<file path="src/rtl/aud_pkg.sv">
// Shared audio-path types and constants for the I2S player and recorder stages.
package aud_pkg;

   // Serialiser state: idle, armed for the first left slot, shifting a word, padding out a slot
   typedef enum logic [1:0] {S_IDLE, S_WAIT, S_SEND, S_PAD} player_state_t;

   localparam int AUD_DATA_W = 16;
   localparam int AUD_CNT_W  = 5;

endpackage

</file>
<file path="src/rtl/aud_i2s_player_if.sv">
// DSP-side sample/control inputs and codec-side serial outputs of the I2S player.
interface aud_i2s_player_if
   import aud_pkg::*;
#(
   parameter int DATA_W = AUD_DATA_W
);
   logic              i_en;
   logic              i_mono;
   logic              i_daclrck;
   logic [DATA_W-1:0] i_dac_data;
   logic              o_aud_dacdat;
   logic              o_busy;
   logic              o_frame_done;
   logic              o_short_slot;

   // Driver side: DSP stage / top level feeding the player
   modport master (
      output i_en, i_mono, i_daclrck, i_dac_data,
      input  o_aud_dacdat, o_busy, o_frame_done, o_short_slot
   );

   // Player side
   modport slave (
      input  i_en, i_mono, i_daclrck, i_dac_data,
      output o_aud_dacdat, o_busy, o_frame_done, o_short_slot
   );
endinterface

</file>
<file path="src/rtl/aud_lrck_edge.sv">
// LR-clock edge detector: compares LRCK with its value one clock earlier.
module aud_lrck_edge (
   input  logic i_clk,
   input  logic i_rst_n,
   input  logic i_lrck,
   output logic o_edge,
   output logic o_fall,
   output logic o_rise
);
   logic prev_lrck_q;
   logic prev_lrck_d;

   // Next value of the delayed LRCK copy
   always_comb prev_lrck_d = i_lrck;

   // Delay LRCK by one clock so a level change shows up as an edge for exactly one cycle
   always_ff @(posedge i_clk or negedge i_rst_n) begin
      if (!i_rst_n) prev_lrck_q <= 1'b0;
      else          prev_lrck_q <= prev_lrck_d;
   end

   assign o_edge = i_lrck ^ prev_lrck_q;
   assign o_fall = o_edge & ~i_lrck;
   assign o_rise = o_edge & i_lrck;
endmodule

</file>
<file path="src/rtl/aud_i2s_player.sv">
// I2S DAC serialiser: sends one DATA_W-bit word MSB first per LRCK slot, left slot from
// the DSP sample, right slot either the same frame's left sample (mono) or zeros.
module aud_i2s_player
   import aud_pkg::*;
#(
   parameter int DATA_W = AUD_DATA_W,
   parameter int CNT_W  = AUD_CNT_W
) (
   input logic             i_clk,
   input logic             i_rst_n,
   aud_i2s_player_if.slave bus
);
   localparam logic [CNT_W-1:0] LAST_BIT = CNT_W'(DATA_W - 1);

   logic lrck_edge, lrck_fall, lrck_rise;

   aud_lrck_edge u_lrck_edge (
      .i_clk   (i_clk),
      .i_rst_n (i_rst_n),
      .i_lrck  (bus.i_daclrck),
      .o_edge  (lrck_edge),
      .o_fall  (lrck_fall),
      .o_rise  (lrck_rise)
   );

   player_state_t     state_q, state_d;
   logic [DATA_W-1:0] shift_q, shift_d;
   logic [DATA_W-1:0] hold_q, hold_d;
   logic [CNT_W-1:0]  bit_cnt_q, bit_cnt_d;
   logic              mono_q, mono_d;
   logic              slot_right_q, slot_right_d;
   logic              dacdat_q, dacdat_d;
   logic              busy_q, busy_d;
   logic              frame_done_q, frame_done_d;
   logic              short_q, short_d;
   logic              do_load;
   logic [DATA_W-1:0] load_word;

   // Word for a new slot: left takes the live sample, right repeats the held left sample or is silent
   assign load_word = lrck_fall ? bus.i_dac_data : (mono_q ? hold_q : '0);

   // Next-state logic for the serialiser FSM, shifter, counter and registered outputs
   always_comb begin
      state_d      = state_q;
      shift_d      = shift_q;
      bit_cnt_d    = bit_cnt_q;
      mono_d       = mono_q;
      slot_right_d = slot_right_q;
      short_d      = short_q;
      frame_done_d = 1'b0;
      do_load      = 1'b0;
      hold_d       = lrck_fall ? bus.i_dac_data : hold_q;

      if (state_q != S_IDLE && !bus.i_en) begin
         // Stopping abandons any word in flight and forgets a past short slot
         state_d = S_IDLE;
         short_d = 1'b0;
      end else begin
         case (state_q)
            S_IDLE: if (bus.i_en) state_d = S_WAIT;
            // Rises are ignored here so the first word is always a left slot
            S_WAIT: do_load = lrck_fall;
            S_SEND: begin
               if (lrck_edge) begin
                  // An edge while bits remain truncates the word; on the last bit it is a normal slot end
                  if (bit_cnt_q != LAST_BIT) short_d = 1'b1;
                  else                       frame_done_d = slot_right_q;
                  do_load = 1'b1;
               end else begin
                  shift_d   = shift_q << 1;
                  bit_cnt_d = bit_cnt_q + CNT_W'(1);
                  if (bit_cnt_q == LAST_BIT) begin
                     state_d      = S_PAD;
                     frame_done_d = slot_right_q;
                  end
               end
            end
            S_PAD:   do_load = lrck_edge;
            default: state_d = S_IDLE;
         endcase
      end

      if (do_load) begin
         state_d      = S_SEND;
         shift_d      = load_word;
         bit_cnt_d    = '0;
         slot_right_d = lrck_rise;
         if (lrck_fall) mono_d = bus.i_mono;
      end

      // Output follows the next register contents so the MSB lands one clock after the LRCK edge
      dacdat_d = (state_d == S_SEND) ? shift_d[DATA_W-1] : 1'b0;
      busy_d   = (state_d != S_IDLE);
   end

   // State and output registers; reset drops any partial word immediately
   always_ff @(posedge i_clk or negedge i_rst_n) begin
      if (!i_rst_n) begin
         state_q      <= S_IDLE;
         shift_q      <= '0;
         hold_q       <= '0;
         bit_cnt_q    <= '0;
         mono_q       <= 1'b0;
         slot_right_q <= 1'b0;
         dacdat_q     <= 1'b0;
         busy_q       <= 1'b0;
         frame_done_q <= 1'b0;
         short_q      <= 1'b0;
      end else begin
         state_q      <= state_d;
         shift_q      <= shift_d;
         hold_q       <= hold_d;
         bit_cnt_q    <= bit_cnt_d;
         mono_q       <= mono_d;
         slot_right_q <= slot_right_d;
         dacdat_q     <= dacdat_d;
         busy_q       <= busy_d;
         frame_done_q <= frame_done_d;
         short_q      <= short_d;
      end
   end

   assign bus.o_aud_dacdat = dacdat_q;
   assign bus.o_busy       = busy_q;
   assign bus.o_frame_done = frame_done_q;
   assign bus.o_short_slot = short_q;
endmodule
</file>
<file path="src/flat_wrapper.sv">
// flat-port wrapper written by rule: the top's interface ports become plain ports
module aud_i2s_player_flat import aud_pkg::*;
#(
   parameter int DATA_W = AUD_DATA_W,
   parameter int CNT_W  = AUD_CNT_W
)
  (i_clk, i_rst_n, bus_i_en, bus_i_mono, bus_i_daclrck, bus_i_dac_data, bus_o_aud_dacdat, bus_o_busy, bus_o_frame_done, bus_o_short_slot);
  aud_i2s_player_if #(.DATA_W(DATA_W)) bus_i ();
  input logic i_clk;
  input logic i_rst_n;
  input wire logic [$bits(bus_i.i_en)-1:0] bus_i_en;
  input wire logic [$bits(bus_i.i_mono)-1:0] bus_i_mono;
  input wire logic [$bits(bus_i.i_daclrck)-1:0] bus_i_daclrck;
  input wire logic [$bits(bus_i.i_dac_data)-1:0] bus_i_dac_data;
  output wire logic [$bits(bus_i.o_aud_dacdat)-1:0] bus_o_aud_dacdat;
  output wire logic [$bits(bus_i.o_busy)-1:0] bus_o_busy;
  output wire logic [$bits(bus_i.o_frame_done)-1:0] bus_o_frame_done;
  output wire logic [$bits(bus_i.o_short_slot)-1:0] bus_o_short_slot;
  assign bus_i.i_en = bus_i_en;
  assign bus_i.i_mono = bus_i_mono;
  assign bus_i.i_daclrck = bus_i_daclrck;
  assign bus_i.i_dac_data = bus_i_dac_data;
  assign bus_o_aud_dacdat = bus_i.o_aud_dacdat;
  assign bus_o_busy = bus_i.o_busy;
  assign bus_o_frame_done = bus_i.o_frame_done;
  assign bus_o_short_slot = bus_i.o_short_slot;
  aud_i2s_player #(.DATA_W(DATA_W), .CNT_W(CNT_W)) u_core (.i_clk(i_clk), .i_rst_n(i_rst_n), .bus(bus_i));
endmodule
</file>
<file path="config.mk">
export PLATFORM = sky130hd
export DESIGN_NAME = aud_i2s_player_flat
export DESIGN_NICKNAME = d
export VERILOG_FILES = /design/src/rtl/aud_pkg.sv /design/src/rtl/aud_i2s_player_if.sv /design/src/rtl/aud_lrck_edge.sv /design/src/rtl/aud_i2s_player.sv /design/src/flat_wrapper.sv
export SDC_FILE = /design/constraint.sdc
export NUM_CORES = 1
export LEC_CHECK = 0
export CAP_MARGIN = 15
export CORE_MARGIN = 4
export CORE_UTILIZATION = 30
export CTS_BUF_LIST = sky130_fd_sc_hd__clkbuf_8
export DETAILED_ROUTE_END_ITERATION = 10
export PLACE_DENSITY = 0.59
export SETUP_SLACK_MARGIN = 0.2
export SLEW_MARGIN = 10
export SYNTH_ARGS = -nofsm -noshare
export SYNTH_HDL_FRONTEND = slang
export SYNTH_SLANG_ARGS = --single-unit
export TNS_END_PERCENT = 100
</file>
<file path="constraint.sdc">
create_clock -name i_clk -period 3.75 [get_ports i_clk]
set_input_delay 0.5625 -clock i_clk [delete_from_list [all_inputs] [get_ports i_clk]]
set_output_delay 0.5625 -clock i_clk [all_outputs]
set_load 0.01 [all_outputs]
</file>
# ---- After elaboration in Yosys (flattened, before gate mapping)
# Cells that the tools add are included.
dict set report op_classes {
  n_eq_ne 8
  n_mux 29
  reduce_logical 12
  n_bitwise 4
  add_sub_neg 1
}
# op count
set ops {}
lappend ops {{2-to-1 mux 16 bit} 6}
lappend ops {{2-to-1 mux 5 bit} 4}
lappend ops {{2-to-1 mux 1 bit} 12}
lappend ops {{nonzero test 2 bit} 6}
lappend ops {{2-to-1 mux 2 bit} 5}
lappend ops {{== test 2 bit, second input constant} 3}
lappend ops {{AND reduction 3 bit} 2}
lappend ops {{adder 5 x 1 -> 5 bit, second input constant} 1}
lappend ops {{== test 5 x 4 -> 1 bit, second input constant} 1}
lappend ops {{inequality test 5 x 4 -> 1 bit, second input constant} 1}
lappend ops {{one-hot mux 2 bit (2 select lines)} 1}
lappend ops {{one-hot mux 1 bit (3 select lines)} 1}
lappend ops {{bitwise AND 1 bit} 2}
lappend ops {{== test 2 x 1 -> 1 bit, second input constant} 1}
lappend ops {{logical NOT 2 bit} 1}
lappend ops {{inequality test 2 x 1 -> 1 bit, second input constant} 1}
lappend ops {{inequality test 2 bit, second input constant} 1}
lappend ops {{AND reduction 2 bit} 1}
lappend ops {{logical AND 1 bit} 1}
lappend ops {{logical NOT 1 bit} 1}
lappend ops {{NOT 1 bit} 1}
lappend ops {{bitwise XOR 1 bit} 1}
dict set report totals {
  regBits 46
  inputBits 21
  out_inout_bits 4
  word_cells 66
}

# ---- Depth between registers and ports, before layout
# Gate-level depths: netlist of the first run.
dict set report logic_depth {
  depth_word 8
  mapped_depth 8
  depth_no_buf 6
}

# ---- Modules after synthesis
# From an unflattened synthesis of the first run, not the netlist that was laid out.
dict set report unflattened {
  hier_cells 204
  area_unflattened_um2 2263.4
}
# module n_inst seq_area_each_um2 area_per_inst_um2 cells_per_inst
set by_module_without_submodules {}
lappend by_module_without_submodules {aud_i2s_player 1 1126.1 2202.1 198}
lappend by_module_without_submodules {aud_lrck_edge 1 25.0 61.3 6}

# ---- Worst setup path after synthesis of the first run
# OpenSTA, ideal clock, no wires.
dict set report synth_path {
  kind {input port to flip-flop}
  start {input bus_i_daclrck}
  end {register u_core.slot_right_q}
  setup_slack_ns 1.872
  required_ns 3.625
  setup_ns 0.125
  stages 6
  arrival_ns 1.752
  path_buffers 1
  cell_sequence {inv_1 -> ha_1 -> nand3b_1 -> and2_1 -> buf_6 -> mux2_4}
}
dict set report synth_between {
  elab_chain_len 4
  elab_cells_between_ends 7
  cone_classes {mux (3); bitwise (4)}
}
# item line_no
set synth_rtl {}
lappend synth_rtl {{start: declaration} flat_wrapper.sv:13} ;# input wire logic [$bits(bus_i.i_daclrck)-1:0] bus_i_daclrck;
lappend synth_rtl {{bitwise XOR 1 bit or NOT 1 bit (tied branches)} {aud_lrck_edge.sv:22, aud_lrck_edge.sv:23}}
lappend synth_rtl {{2-to-1 mux 1 bit or bitwise AND 1 bit (tied branches)} {aud_i2s_player.sv:64, aud_lrck_edge.sv:23}}
lappend synth_rtl {{one-hot mux 1 bit (3 select lines)} aud_i2s_player.sv:59} ;# case (state_q)
lappend synth_rtl {{2-to-1 mux 1 bit} aud_i2s_player.sv:54} ;# if (state_q != S_IDLE && !bus.i_en) begin
lappend synth_rtl {{end signal: assignment} aud_i2s_player.sv:115} ;# slot_right_q <= slot_right_d;
lappend synth_rtl {{end: declaration} aud_i2s_player.sv:31} ;# logic slot_right_q, slot_right_d;
# Several ways; a longest one is shown, not always the timed one.
# A chain may end at the register's enable or synchronous reset.

# ---- Worst setup path in the final report of the first run
dict set report layout_path {
  start {input bus_i_daclrck}
  end {register u_core.dacdat_q, in the netlist u_core.bus.o_aud_dacdat}
}
dict set report layout_between {
  elab_chain_len 7
  elab_cells_between_ends 17
  cone_classes {eq/ne (1); mux (13); bitwise (3)}
}
# item line_no
set layout_rtl {}
lappend layout_rtl {{bitwise XOR 1 bit or NOT 1 bit (tied branches)} {aud_lrck_edge.sv:22, aud_lrck_edge.sv:23}}
lappend layout_rtl {{2-to-1 mux 1 bit, or another cell as far along} aud_i2s_player.sv:64} ;# if (lrck_edge) begin
lappend layout_rtl {{one-hot mux 1 bit (3 select lines) or one-hot mux 2 bit (2 select lines) (tied branches)} aud_i2s_player.sv:59}
lappend layout_rtl {{2-to-1 mux 1 bit or 2-to-1 mux 2 bit (tied branches)} aud_i2s_player.sv:54}
lappend layout_rtl {{2-to-1 mux 2 bit} aud_i2s_player.sv:83} ;# if (do_load) begin
lappend layout_rtl {{== test 2 bit} aud_i2s_player.sv:92} ;# dacdat_d = (state_d == S_SEND) ? shift_d[DATA_W-1] : 1'b0;
lappend layout_rtl {{2-to-1 mux 1 bit *} aud_i2s_player.sv:92}
lappend layout_rtl {{via u_core.dacdat_d} aud_i2s_player.sv:32} ;# logic dacdat_q, dacdat_d;
lappend layout_rtl {{end signal: assignment} aud_i2s_player.sv:116} ;# dacdat_q <= dacdat_d;
lappend layout_rtl {{end: declaration} aud_i2s_player.sv:32}
# The timed path passes the listed nets; every way through them passes the cells marked *. The select of a mux whose other input is x is not followed.

==> reports/results.txt, run 1 <==
Buffer levels on the longest clock path: 2
Drt wl/cell: 12.4 um
Critical Path Fanout Max: 17
Row Count: 31
Asr flop ratio synth: 100%
Syn Inst Count: 213
Slew @ Worst Pin: 0.389 ns
Clk slew on worst S/H paths: 0.09 ns
Most frequent cells in the layout: dfrtp_1 (46), inv_1 (34), nand2_1 (30), clkdlybuf4s50_1 (23)
Fin crit period: 2.24 ns
H-tree depth: 2
Total die area: 8930 um2
RSZ-0062 raised after global routing: false
Flops & latches, synth: 46
Via Count: 1512
Initial antenna violation count: 0
Wirelength, routed: 4180 um
Die width: 94.5 um
Most area-consuming cells after synthesis: dfrtp_1 (51%), inv_1 (5.5%), o221ai_2 (5.3%), a21boi_0 (5.0%), nand2_1 (5.0%)
Root buffer cell: clkbuf_8
Starting density of the core: 31.0%
Fillers: 745
Port Buffers: 24
Hold/Removal Path Class: input pin to asynchronous set/reset pin
Peak supply drop: 0.000160 V
Fin nets: 261
Critical path class: input pin to flip-flop
First-pass GRT wire length: 7380 um
Status: finished, final reports clean
Power consumption: 1260 uW
Final setup TNS: 0 ns
Post-CTS Setup Bufs: 0
Worst skew pair latency: 0.31 ns
Initial DRC count: 66
Post-synthesis cell area: 2250 um2
Die Y: 94.5 um
DRT Pass-1 Iters: 4
Pwr per Cell Area: 471 nW/um2
DRC viols: 0
Post-Synthesis Net Count: 238
CTS Sinks: 46
Largest net degree at the start of global routing: 47
P_leak: 0.00117 uW
Final period utilization: 59.8%
Number of enable flip-flop cells after synthesis: 0
Final Hold Fails: 0
Post-route antenna net violation count: 0
Synth top area share: 51.3%
Post-synth top area cell: dfrtp_1
Overall routing resource usage: 10.7%
Hold buffer count at cts: 0
Post-DP HPWL: 2840 um
Critical Path RT: 3.97 ns
Num CTS Buffers: 5
Core box area: 7250 um2
Commonest non-fill, non-tap cell in the layout: dfrtp_1
Routed vias/inst: 4.50
Routability cong.: 0.817
Synth warn: 0
Layout cells sized above 1: 13.1%
Number of diodes: 0
Fmax: 446 MHz
# setup viols final: 0
Total of max-cap violations: 0
CTS tree: built
Vias in the first global route: 1575
Crit path launch type: input pin
GR Overflow Total: 0
Clock skew: 0.0100 ns
Rel. slew slack: 74.1%
Syn_area_per_cell: 10.5 um2
Netlist cell types: 41
Most used DFF post-synth: dfrtp_1
CP arrival: 2.46 ns
IO Pins: 25
Post-CTS resize count: 0
Seq/Total Area, Yosys: 51.3%
Slew Viols, Final: 0
Area growth syn-to-layout: 18.8%
Worst setup EP type: flip-flop
==> layer usage <==
metal,track usage (%),share of wire (%),vias up
met5,0,0,-
met1,13.8,48,706
met2,16.4,45,32
li1,-,-,767
met3,2.87,4.8,7
met4,5.89,2.6,0
==> critical path, cell delays in order <==
cell	delay (ns)
clkdlybuf4s50_1	0.50
inv_1	0.05
ha_1	0.35
nand3b_1	0.29
and2_1	0.26
buf_4	0.22
a211oi_1	0.24
==> report_power, final <==
group	internal (uW)	switching (uW)
combinational	130	112
sequential	590	54.0
clock	196	173
==> through the flow <==
stage | instances | utilization [%] | hold slack (ns) | setup WS [ns] | instance area [um2]
after CTS | 335 | 36.5 | 0.475 | 1.51 | 2650
after global routing | 336 | 36.8 | 0.124 | 1.35 | 2670
after global placement | 327 | 35.0 | 0.467 | 1.24 | 2540
after detailed placement | 327 | 35.0 | 0.469 | 1.17 | 2540
final | 336 | 36.8 | 0.111 | 1.51 | 2670
after floorplan | 213 | - | 0.267 | 1.87 | 2250
==> synth_stat cells (all sizes together), types with 2 or more instances <==
cell type	count
dfrtp	46
inv	33
nand2	30
o21ai	16
a21boi	15
o221ai	14
buf	10
a21oi	4
and2	4
clkbuf	4
ha	4
mux2	4
nand3b	4
nand3	3
a211oi	2
mux2i	2
==> cell type report <==
| class | instances | area, um2 | area share (%) |
|---|---|---|---|
| Multi-Input combinational cell | 120 | 866 | 32.5 |
| Sequential cell | 46 | 1150 | 43.2 |
| Timing Repair Buffer | 30 | 293 | 11.0 |
| Clock inverter | 3 | 41.3 | 1.55 |
| Clock buffer | 5 | 68.8 | 2.58 |
| Tap cell | 99 | 124 | 4.64 |
| Inverter | 33 | 124 | 4.64 |
==> sequential cells by signal, summed over array words and instances, names as in the netlist, 2 cells and up <==
name / count
u_core.hold_q: 16
u_core.state_q: 2
u_core.shift_q: 16
u_core.bit_cnt_q: 5
==> worst paths after layout <==
kind / startpoint / slack, ns / end / cells after the start
min reg2reg: u_core.shift_q[7]$_DFFE_PN0P_ / 0.49 / u_core.shift_q[8]$_DFFE_PN0P_ / 2
max in group asynchronous: i_rst_n / 3.16 / u_core.shift_q[14]$_DFFE_PN0P_ / 2
max: bus_i_daclrck / 1.51 / u_core.bus.o_aud_dacdat$_DFF_PN0_ / 7
min in group i_clk: u_core.shift_q[7]$_DFFE_PN0P_ / 0.49 / u_core.shift_q[8]$_DFFE_PN0P_ / 2
min: i_rst_n / 0.11 / u_core.shift_q[10]$_DFFE_PN0P_ / 1
max reg2reg: u_core.u_lrck_edge.prev_lrck_q$_DFF_PN0_ / 1.93 / u_core.bus.o_aud_dacdat$_DFF_PN0_ / 5
==> cell families after synthesis <==
group	Yosys count	synth area share (%)
buffers and inverters	47	10.2
AOI/OAI and AO/OA	62	22.4
adders and majority gates	4	2.23
and+or+nand+nor	48	10.9
DFF	46	51.3
muxes	6	3.06
No activity file was read; power rests on OpenSTA's default activity.
==> run 2: changes to the inputs <==
Settings changed: PLACE_DENSITY 0.59 to 0.61.
Clock period 3.75 ns to 2 ns, I/O delays scaled along.
==> run 2 against run 1 <==
  * Worst hold slack better by 0.38 ns
  * Largest cell class unchanged
  * Clock power grew 91%
  * Core utilization up 1.9 points
  * Sequential share of layout area down 2.2 points
==> reports/results.txt, run 2 (synthesis gave the netlist of run 1 again) <==
Final period utilization: 86.1%
Root buffer cell: clkbuf_8
Worst skew pair latency: 0.30 ns (about the same)
Fmax: 581 MHz
Clock skew: 0.00918 ns (-0.000815 ns)
Largest net degree at the start of global routing: 31 (-34%)
IO Pins: 25 (unchanged)
Rel. slew slack: 65.7% (-8.3 points)
Port Buffers: 24 (unchanged)
Number of diodes: 0 (unchanged)
Cell Int Power: 1750 uW (+91%)
Core box area: 7250 um2 (unchanged)
Starting density of the core: 31.0% (unchanged)
Slew Viols, Final: 0 (unchanged)
Total of max-cap violations: 0 (unchanged)
GR Overflow Total: 0 (unchanged)
Row Count: 31 (unchanged)
Peak supply drop: 0.000432 V (+170%)
Die Y: 94.5 um (unchanged)
Routed vias/inst: 4.46 (-0.93%)
Clk pwr share: 29.4% (about the same)
Drt wl/cell: 12.2 um (-2.4%)
Via Count: 1538 (+1.7%)
Top Registers: u_core.hold_q (16), u_core.shift_q (16), u_core.bit_cnt_q (5)
Initial DRC count: 52 (-21%)
Overall routing resource usage: 10.1% (-0.62 points)
Commonest non-fill, non-tap cell in the layout: dfrtp_1
Buffer levels on the longest clock path: 2 (unchanged)
Sequential power share: 50.5% (-0.8 points)
DRT Pass-1 Iters: 4 (unchanged)
Psw: 646 uW (+90%)
Critical Path RT: 2.18 ns (-1.79 ns)
Hold_ws: 0.490 ns (+0.379 ns)
Critical path class: input pin to flip-flop
Final WS setup: 0.278 ns (-1.23 ns)
Vias in the first global route: 1581 (+0.38%)
Area growth syn-to-layout: 25.1%
CTS Sinks: 46 (unchanged)
Hold/Removal Path Class: input pin to asynchronous set/reset pin
P_leak: 0.00123 uW (+5.1%)
Switching portion of total power: 27.0% (-0.050 points)
Pwr per Cell Area: 851 nW/um2 (+81%)
First-pass GRT wire length: 7210 um (-2.3%)
Comb pwr share: 20.1% (+0.8 points)
H-tree depth: 2 (unchanged)
Pre-CTS setup slack: -0.128 ns (-1.30 ns)
Fin nets: 270 (+3.4%)
Routability cong.: 0.739 (-9.5%)
Total die area: 8930 um2 (unchanged)
Power consumption: 2390 uW (+91%)
Clk slew on worst S/H paths: 0.09 ns (about the same)
Wirelength, routed: 4190 um (+0.26%)
Status: finished, final reports clean
Final Hold Fails: 0 (unchanged)
Initial antenna violation count: 0 (unchanged)
# setup viols final: 0 (unchanged)
Fin crit period: 1.72 ns
Layout cells sized above 1: 18.3% (+5.2 points)
Worst setup EP type: flip-flop
Slew @ Worst Pin: 0.514 ns (+0.125 ns)
CP arrival: 1.90 ns (-0.56 ns)
CTS tree: built
RSZ-0062 raised after global routing: false
Post-DP HPWL: 2940 um (+3.6%)
Num CTS Buffers: 5 (unchanged)
Post-route antenna net violation count: 0 (unchanged)
Crit path launch type: input pin
DRC viols: 0 (unchanged)
Final setup TNS: 0 ns (unchanged)
Most frequent cells in the layout: dfrtp_1 (46), inv_1 (33), nand2_1 (30), clkdlybuf4s50_1 (23), o21ai_0 (15)
Die width: 94.5 um (unchanged)
Critical Path Fanout Max: 4 (-13)
[run 2: power by group through the flow]
stage	Clock [uW]	Combinational, uW	Sequential [uW]
CTS	735	480	1210
detailed placement	0	478	1230
finish	704	481	1210
floorplan	0	335	1200
global placement	0	468	1220
global route	780	544	1230
[run 2: through the flow]
stage	utilization [%]	instance area, um2	instances
finish	38.7	2810	345
global route	38.7	2810	345
CTS	38.1	2760	343
floorplan	-	2250	213
global placement	36.4	2640	334
detailed placement	36.4	2640	334
[run 2: repair_timing]
item                                    in CTS  in global routing
hold endpoints to repair                    20                  0
hold buffers                                 1                  0
resized for setup                            0                  7
setup buffers                                0                  2
endpoints found under the setup margin       0                 20
[run 2: area by class of cell]
cell class | count | area, um2
multi-input cells | 120 | 897
clock inverters | 3 | 43.8
repair buffers | 39 | 400
inverters | 33 | 124
fillers | 741 | 4440
flip-flops and latches | 46 | 1150
well taps | 99 | 124
clock buffers | 5 | 68.8
[run 2: path summary, 6_finish.rpt]
path                                                       from  depth (start not counted)                           endpoint  slack [ns]
worst max-delay path                              bus_i_daclrck                          6  u_core.bus.o_aud_dacdat$_DFF_PN0_        0.28
worst min-delay path                                    i_rst_n                          2        u_core.bus.o_busy$_DFF_PN0_        0.49
worst max register to register  u_core.bit_cnt_q[0]$_DFFE_PN0P_                          6  u_core.bus.o_aud_dacdat$_DFF_PN0_        0.33
worst min register to register    u_core.shift_q[8]$_DFFE_PN0P_                          2      u_core.shift_q[9]$_DFFE_PN0P_        0.49
max in group asynchronous                               i_rst_n                          3       u_core.hold_q[8]$_DFFE_PN0P_        0.99
min in group i_clk                u_core.shift_q[8]$_DFFE_PN0P_                          2      u_core.shift_q[9]$_DFFE_PN0P_        0.49
[run 2: per-layer routing]
| layer | track usage (%) | vias up | part of all wire (%) |
|---|---|---|---|
| met5 | 0 | - | 0 |
| met2 | 16.2 | 22 | 47 |
| met3 | 2.71 | 4 | 3.9 |
| met4 | 2.88 | 0 | 0.91 |
| li1 | - | 783 | - |
| met1 | 13.4 | 729 | 48 |
[run 2: critical path: stages]
cell	delay (ns)
clkdlybuf4s50_1	0.50
inv_1	0.08
ha_4	0.28
and4b_1	0.28
mux2i_1	0.35
a211oi_2	0.11
==> run 3: changes to the inputs <==
Settings changed: CTS_CLUSTER_DIAMETER set to 50, CTS_CLUSTER_SIZE set to 28.
==> results of run 3 <==
No change in the layout: final DEF, timing and power equal those of run 2.
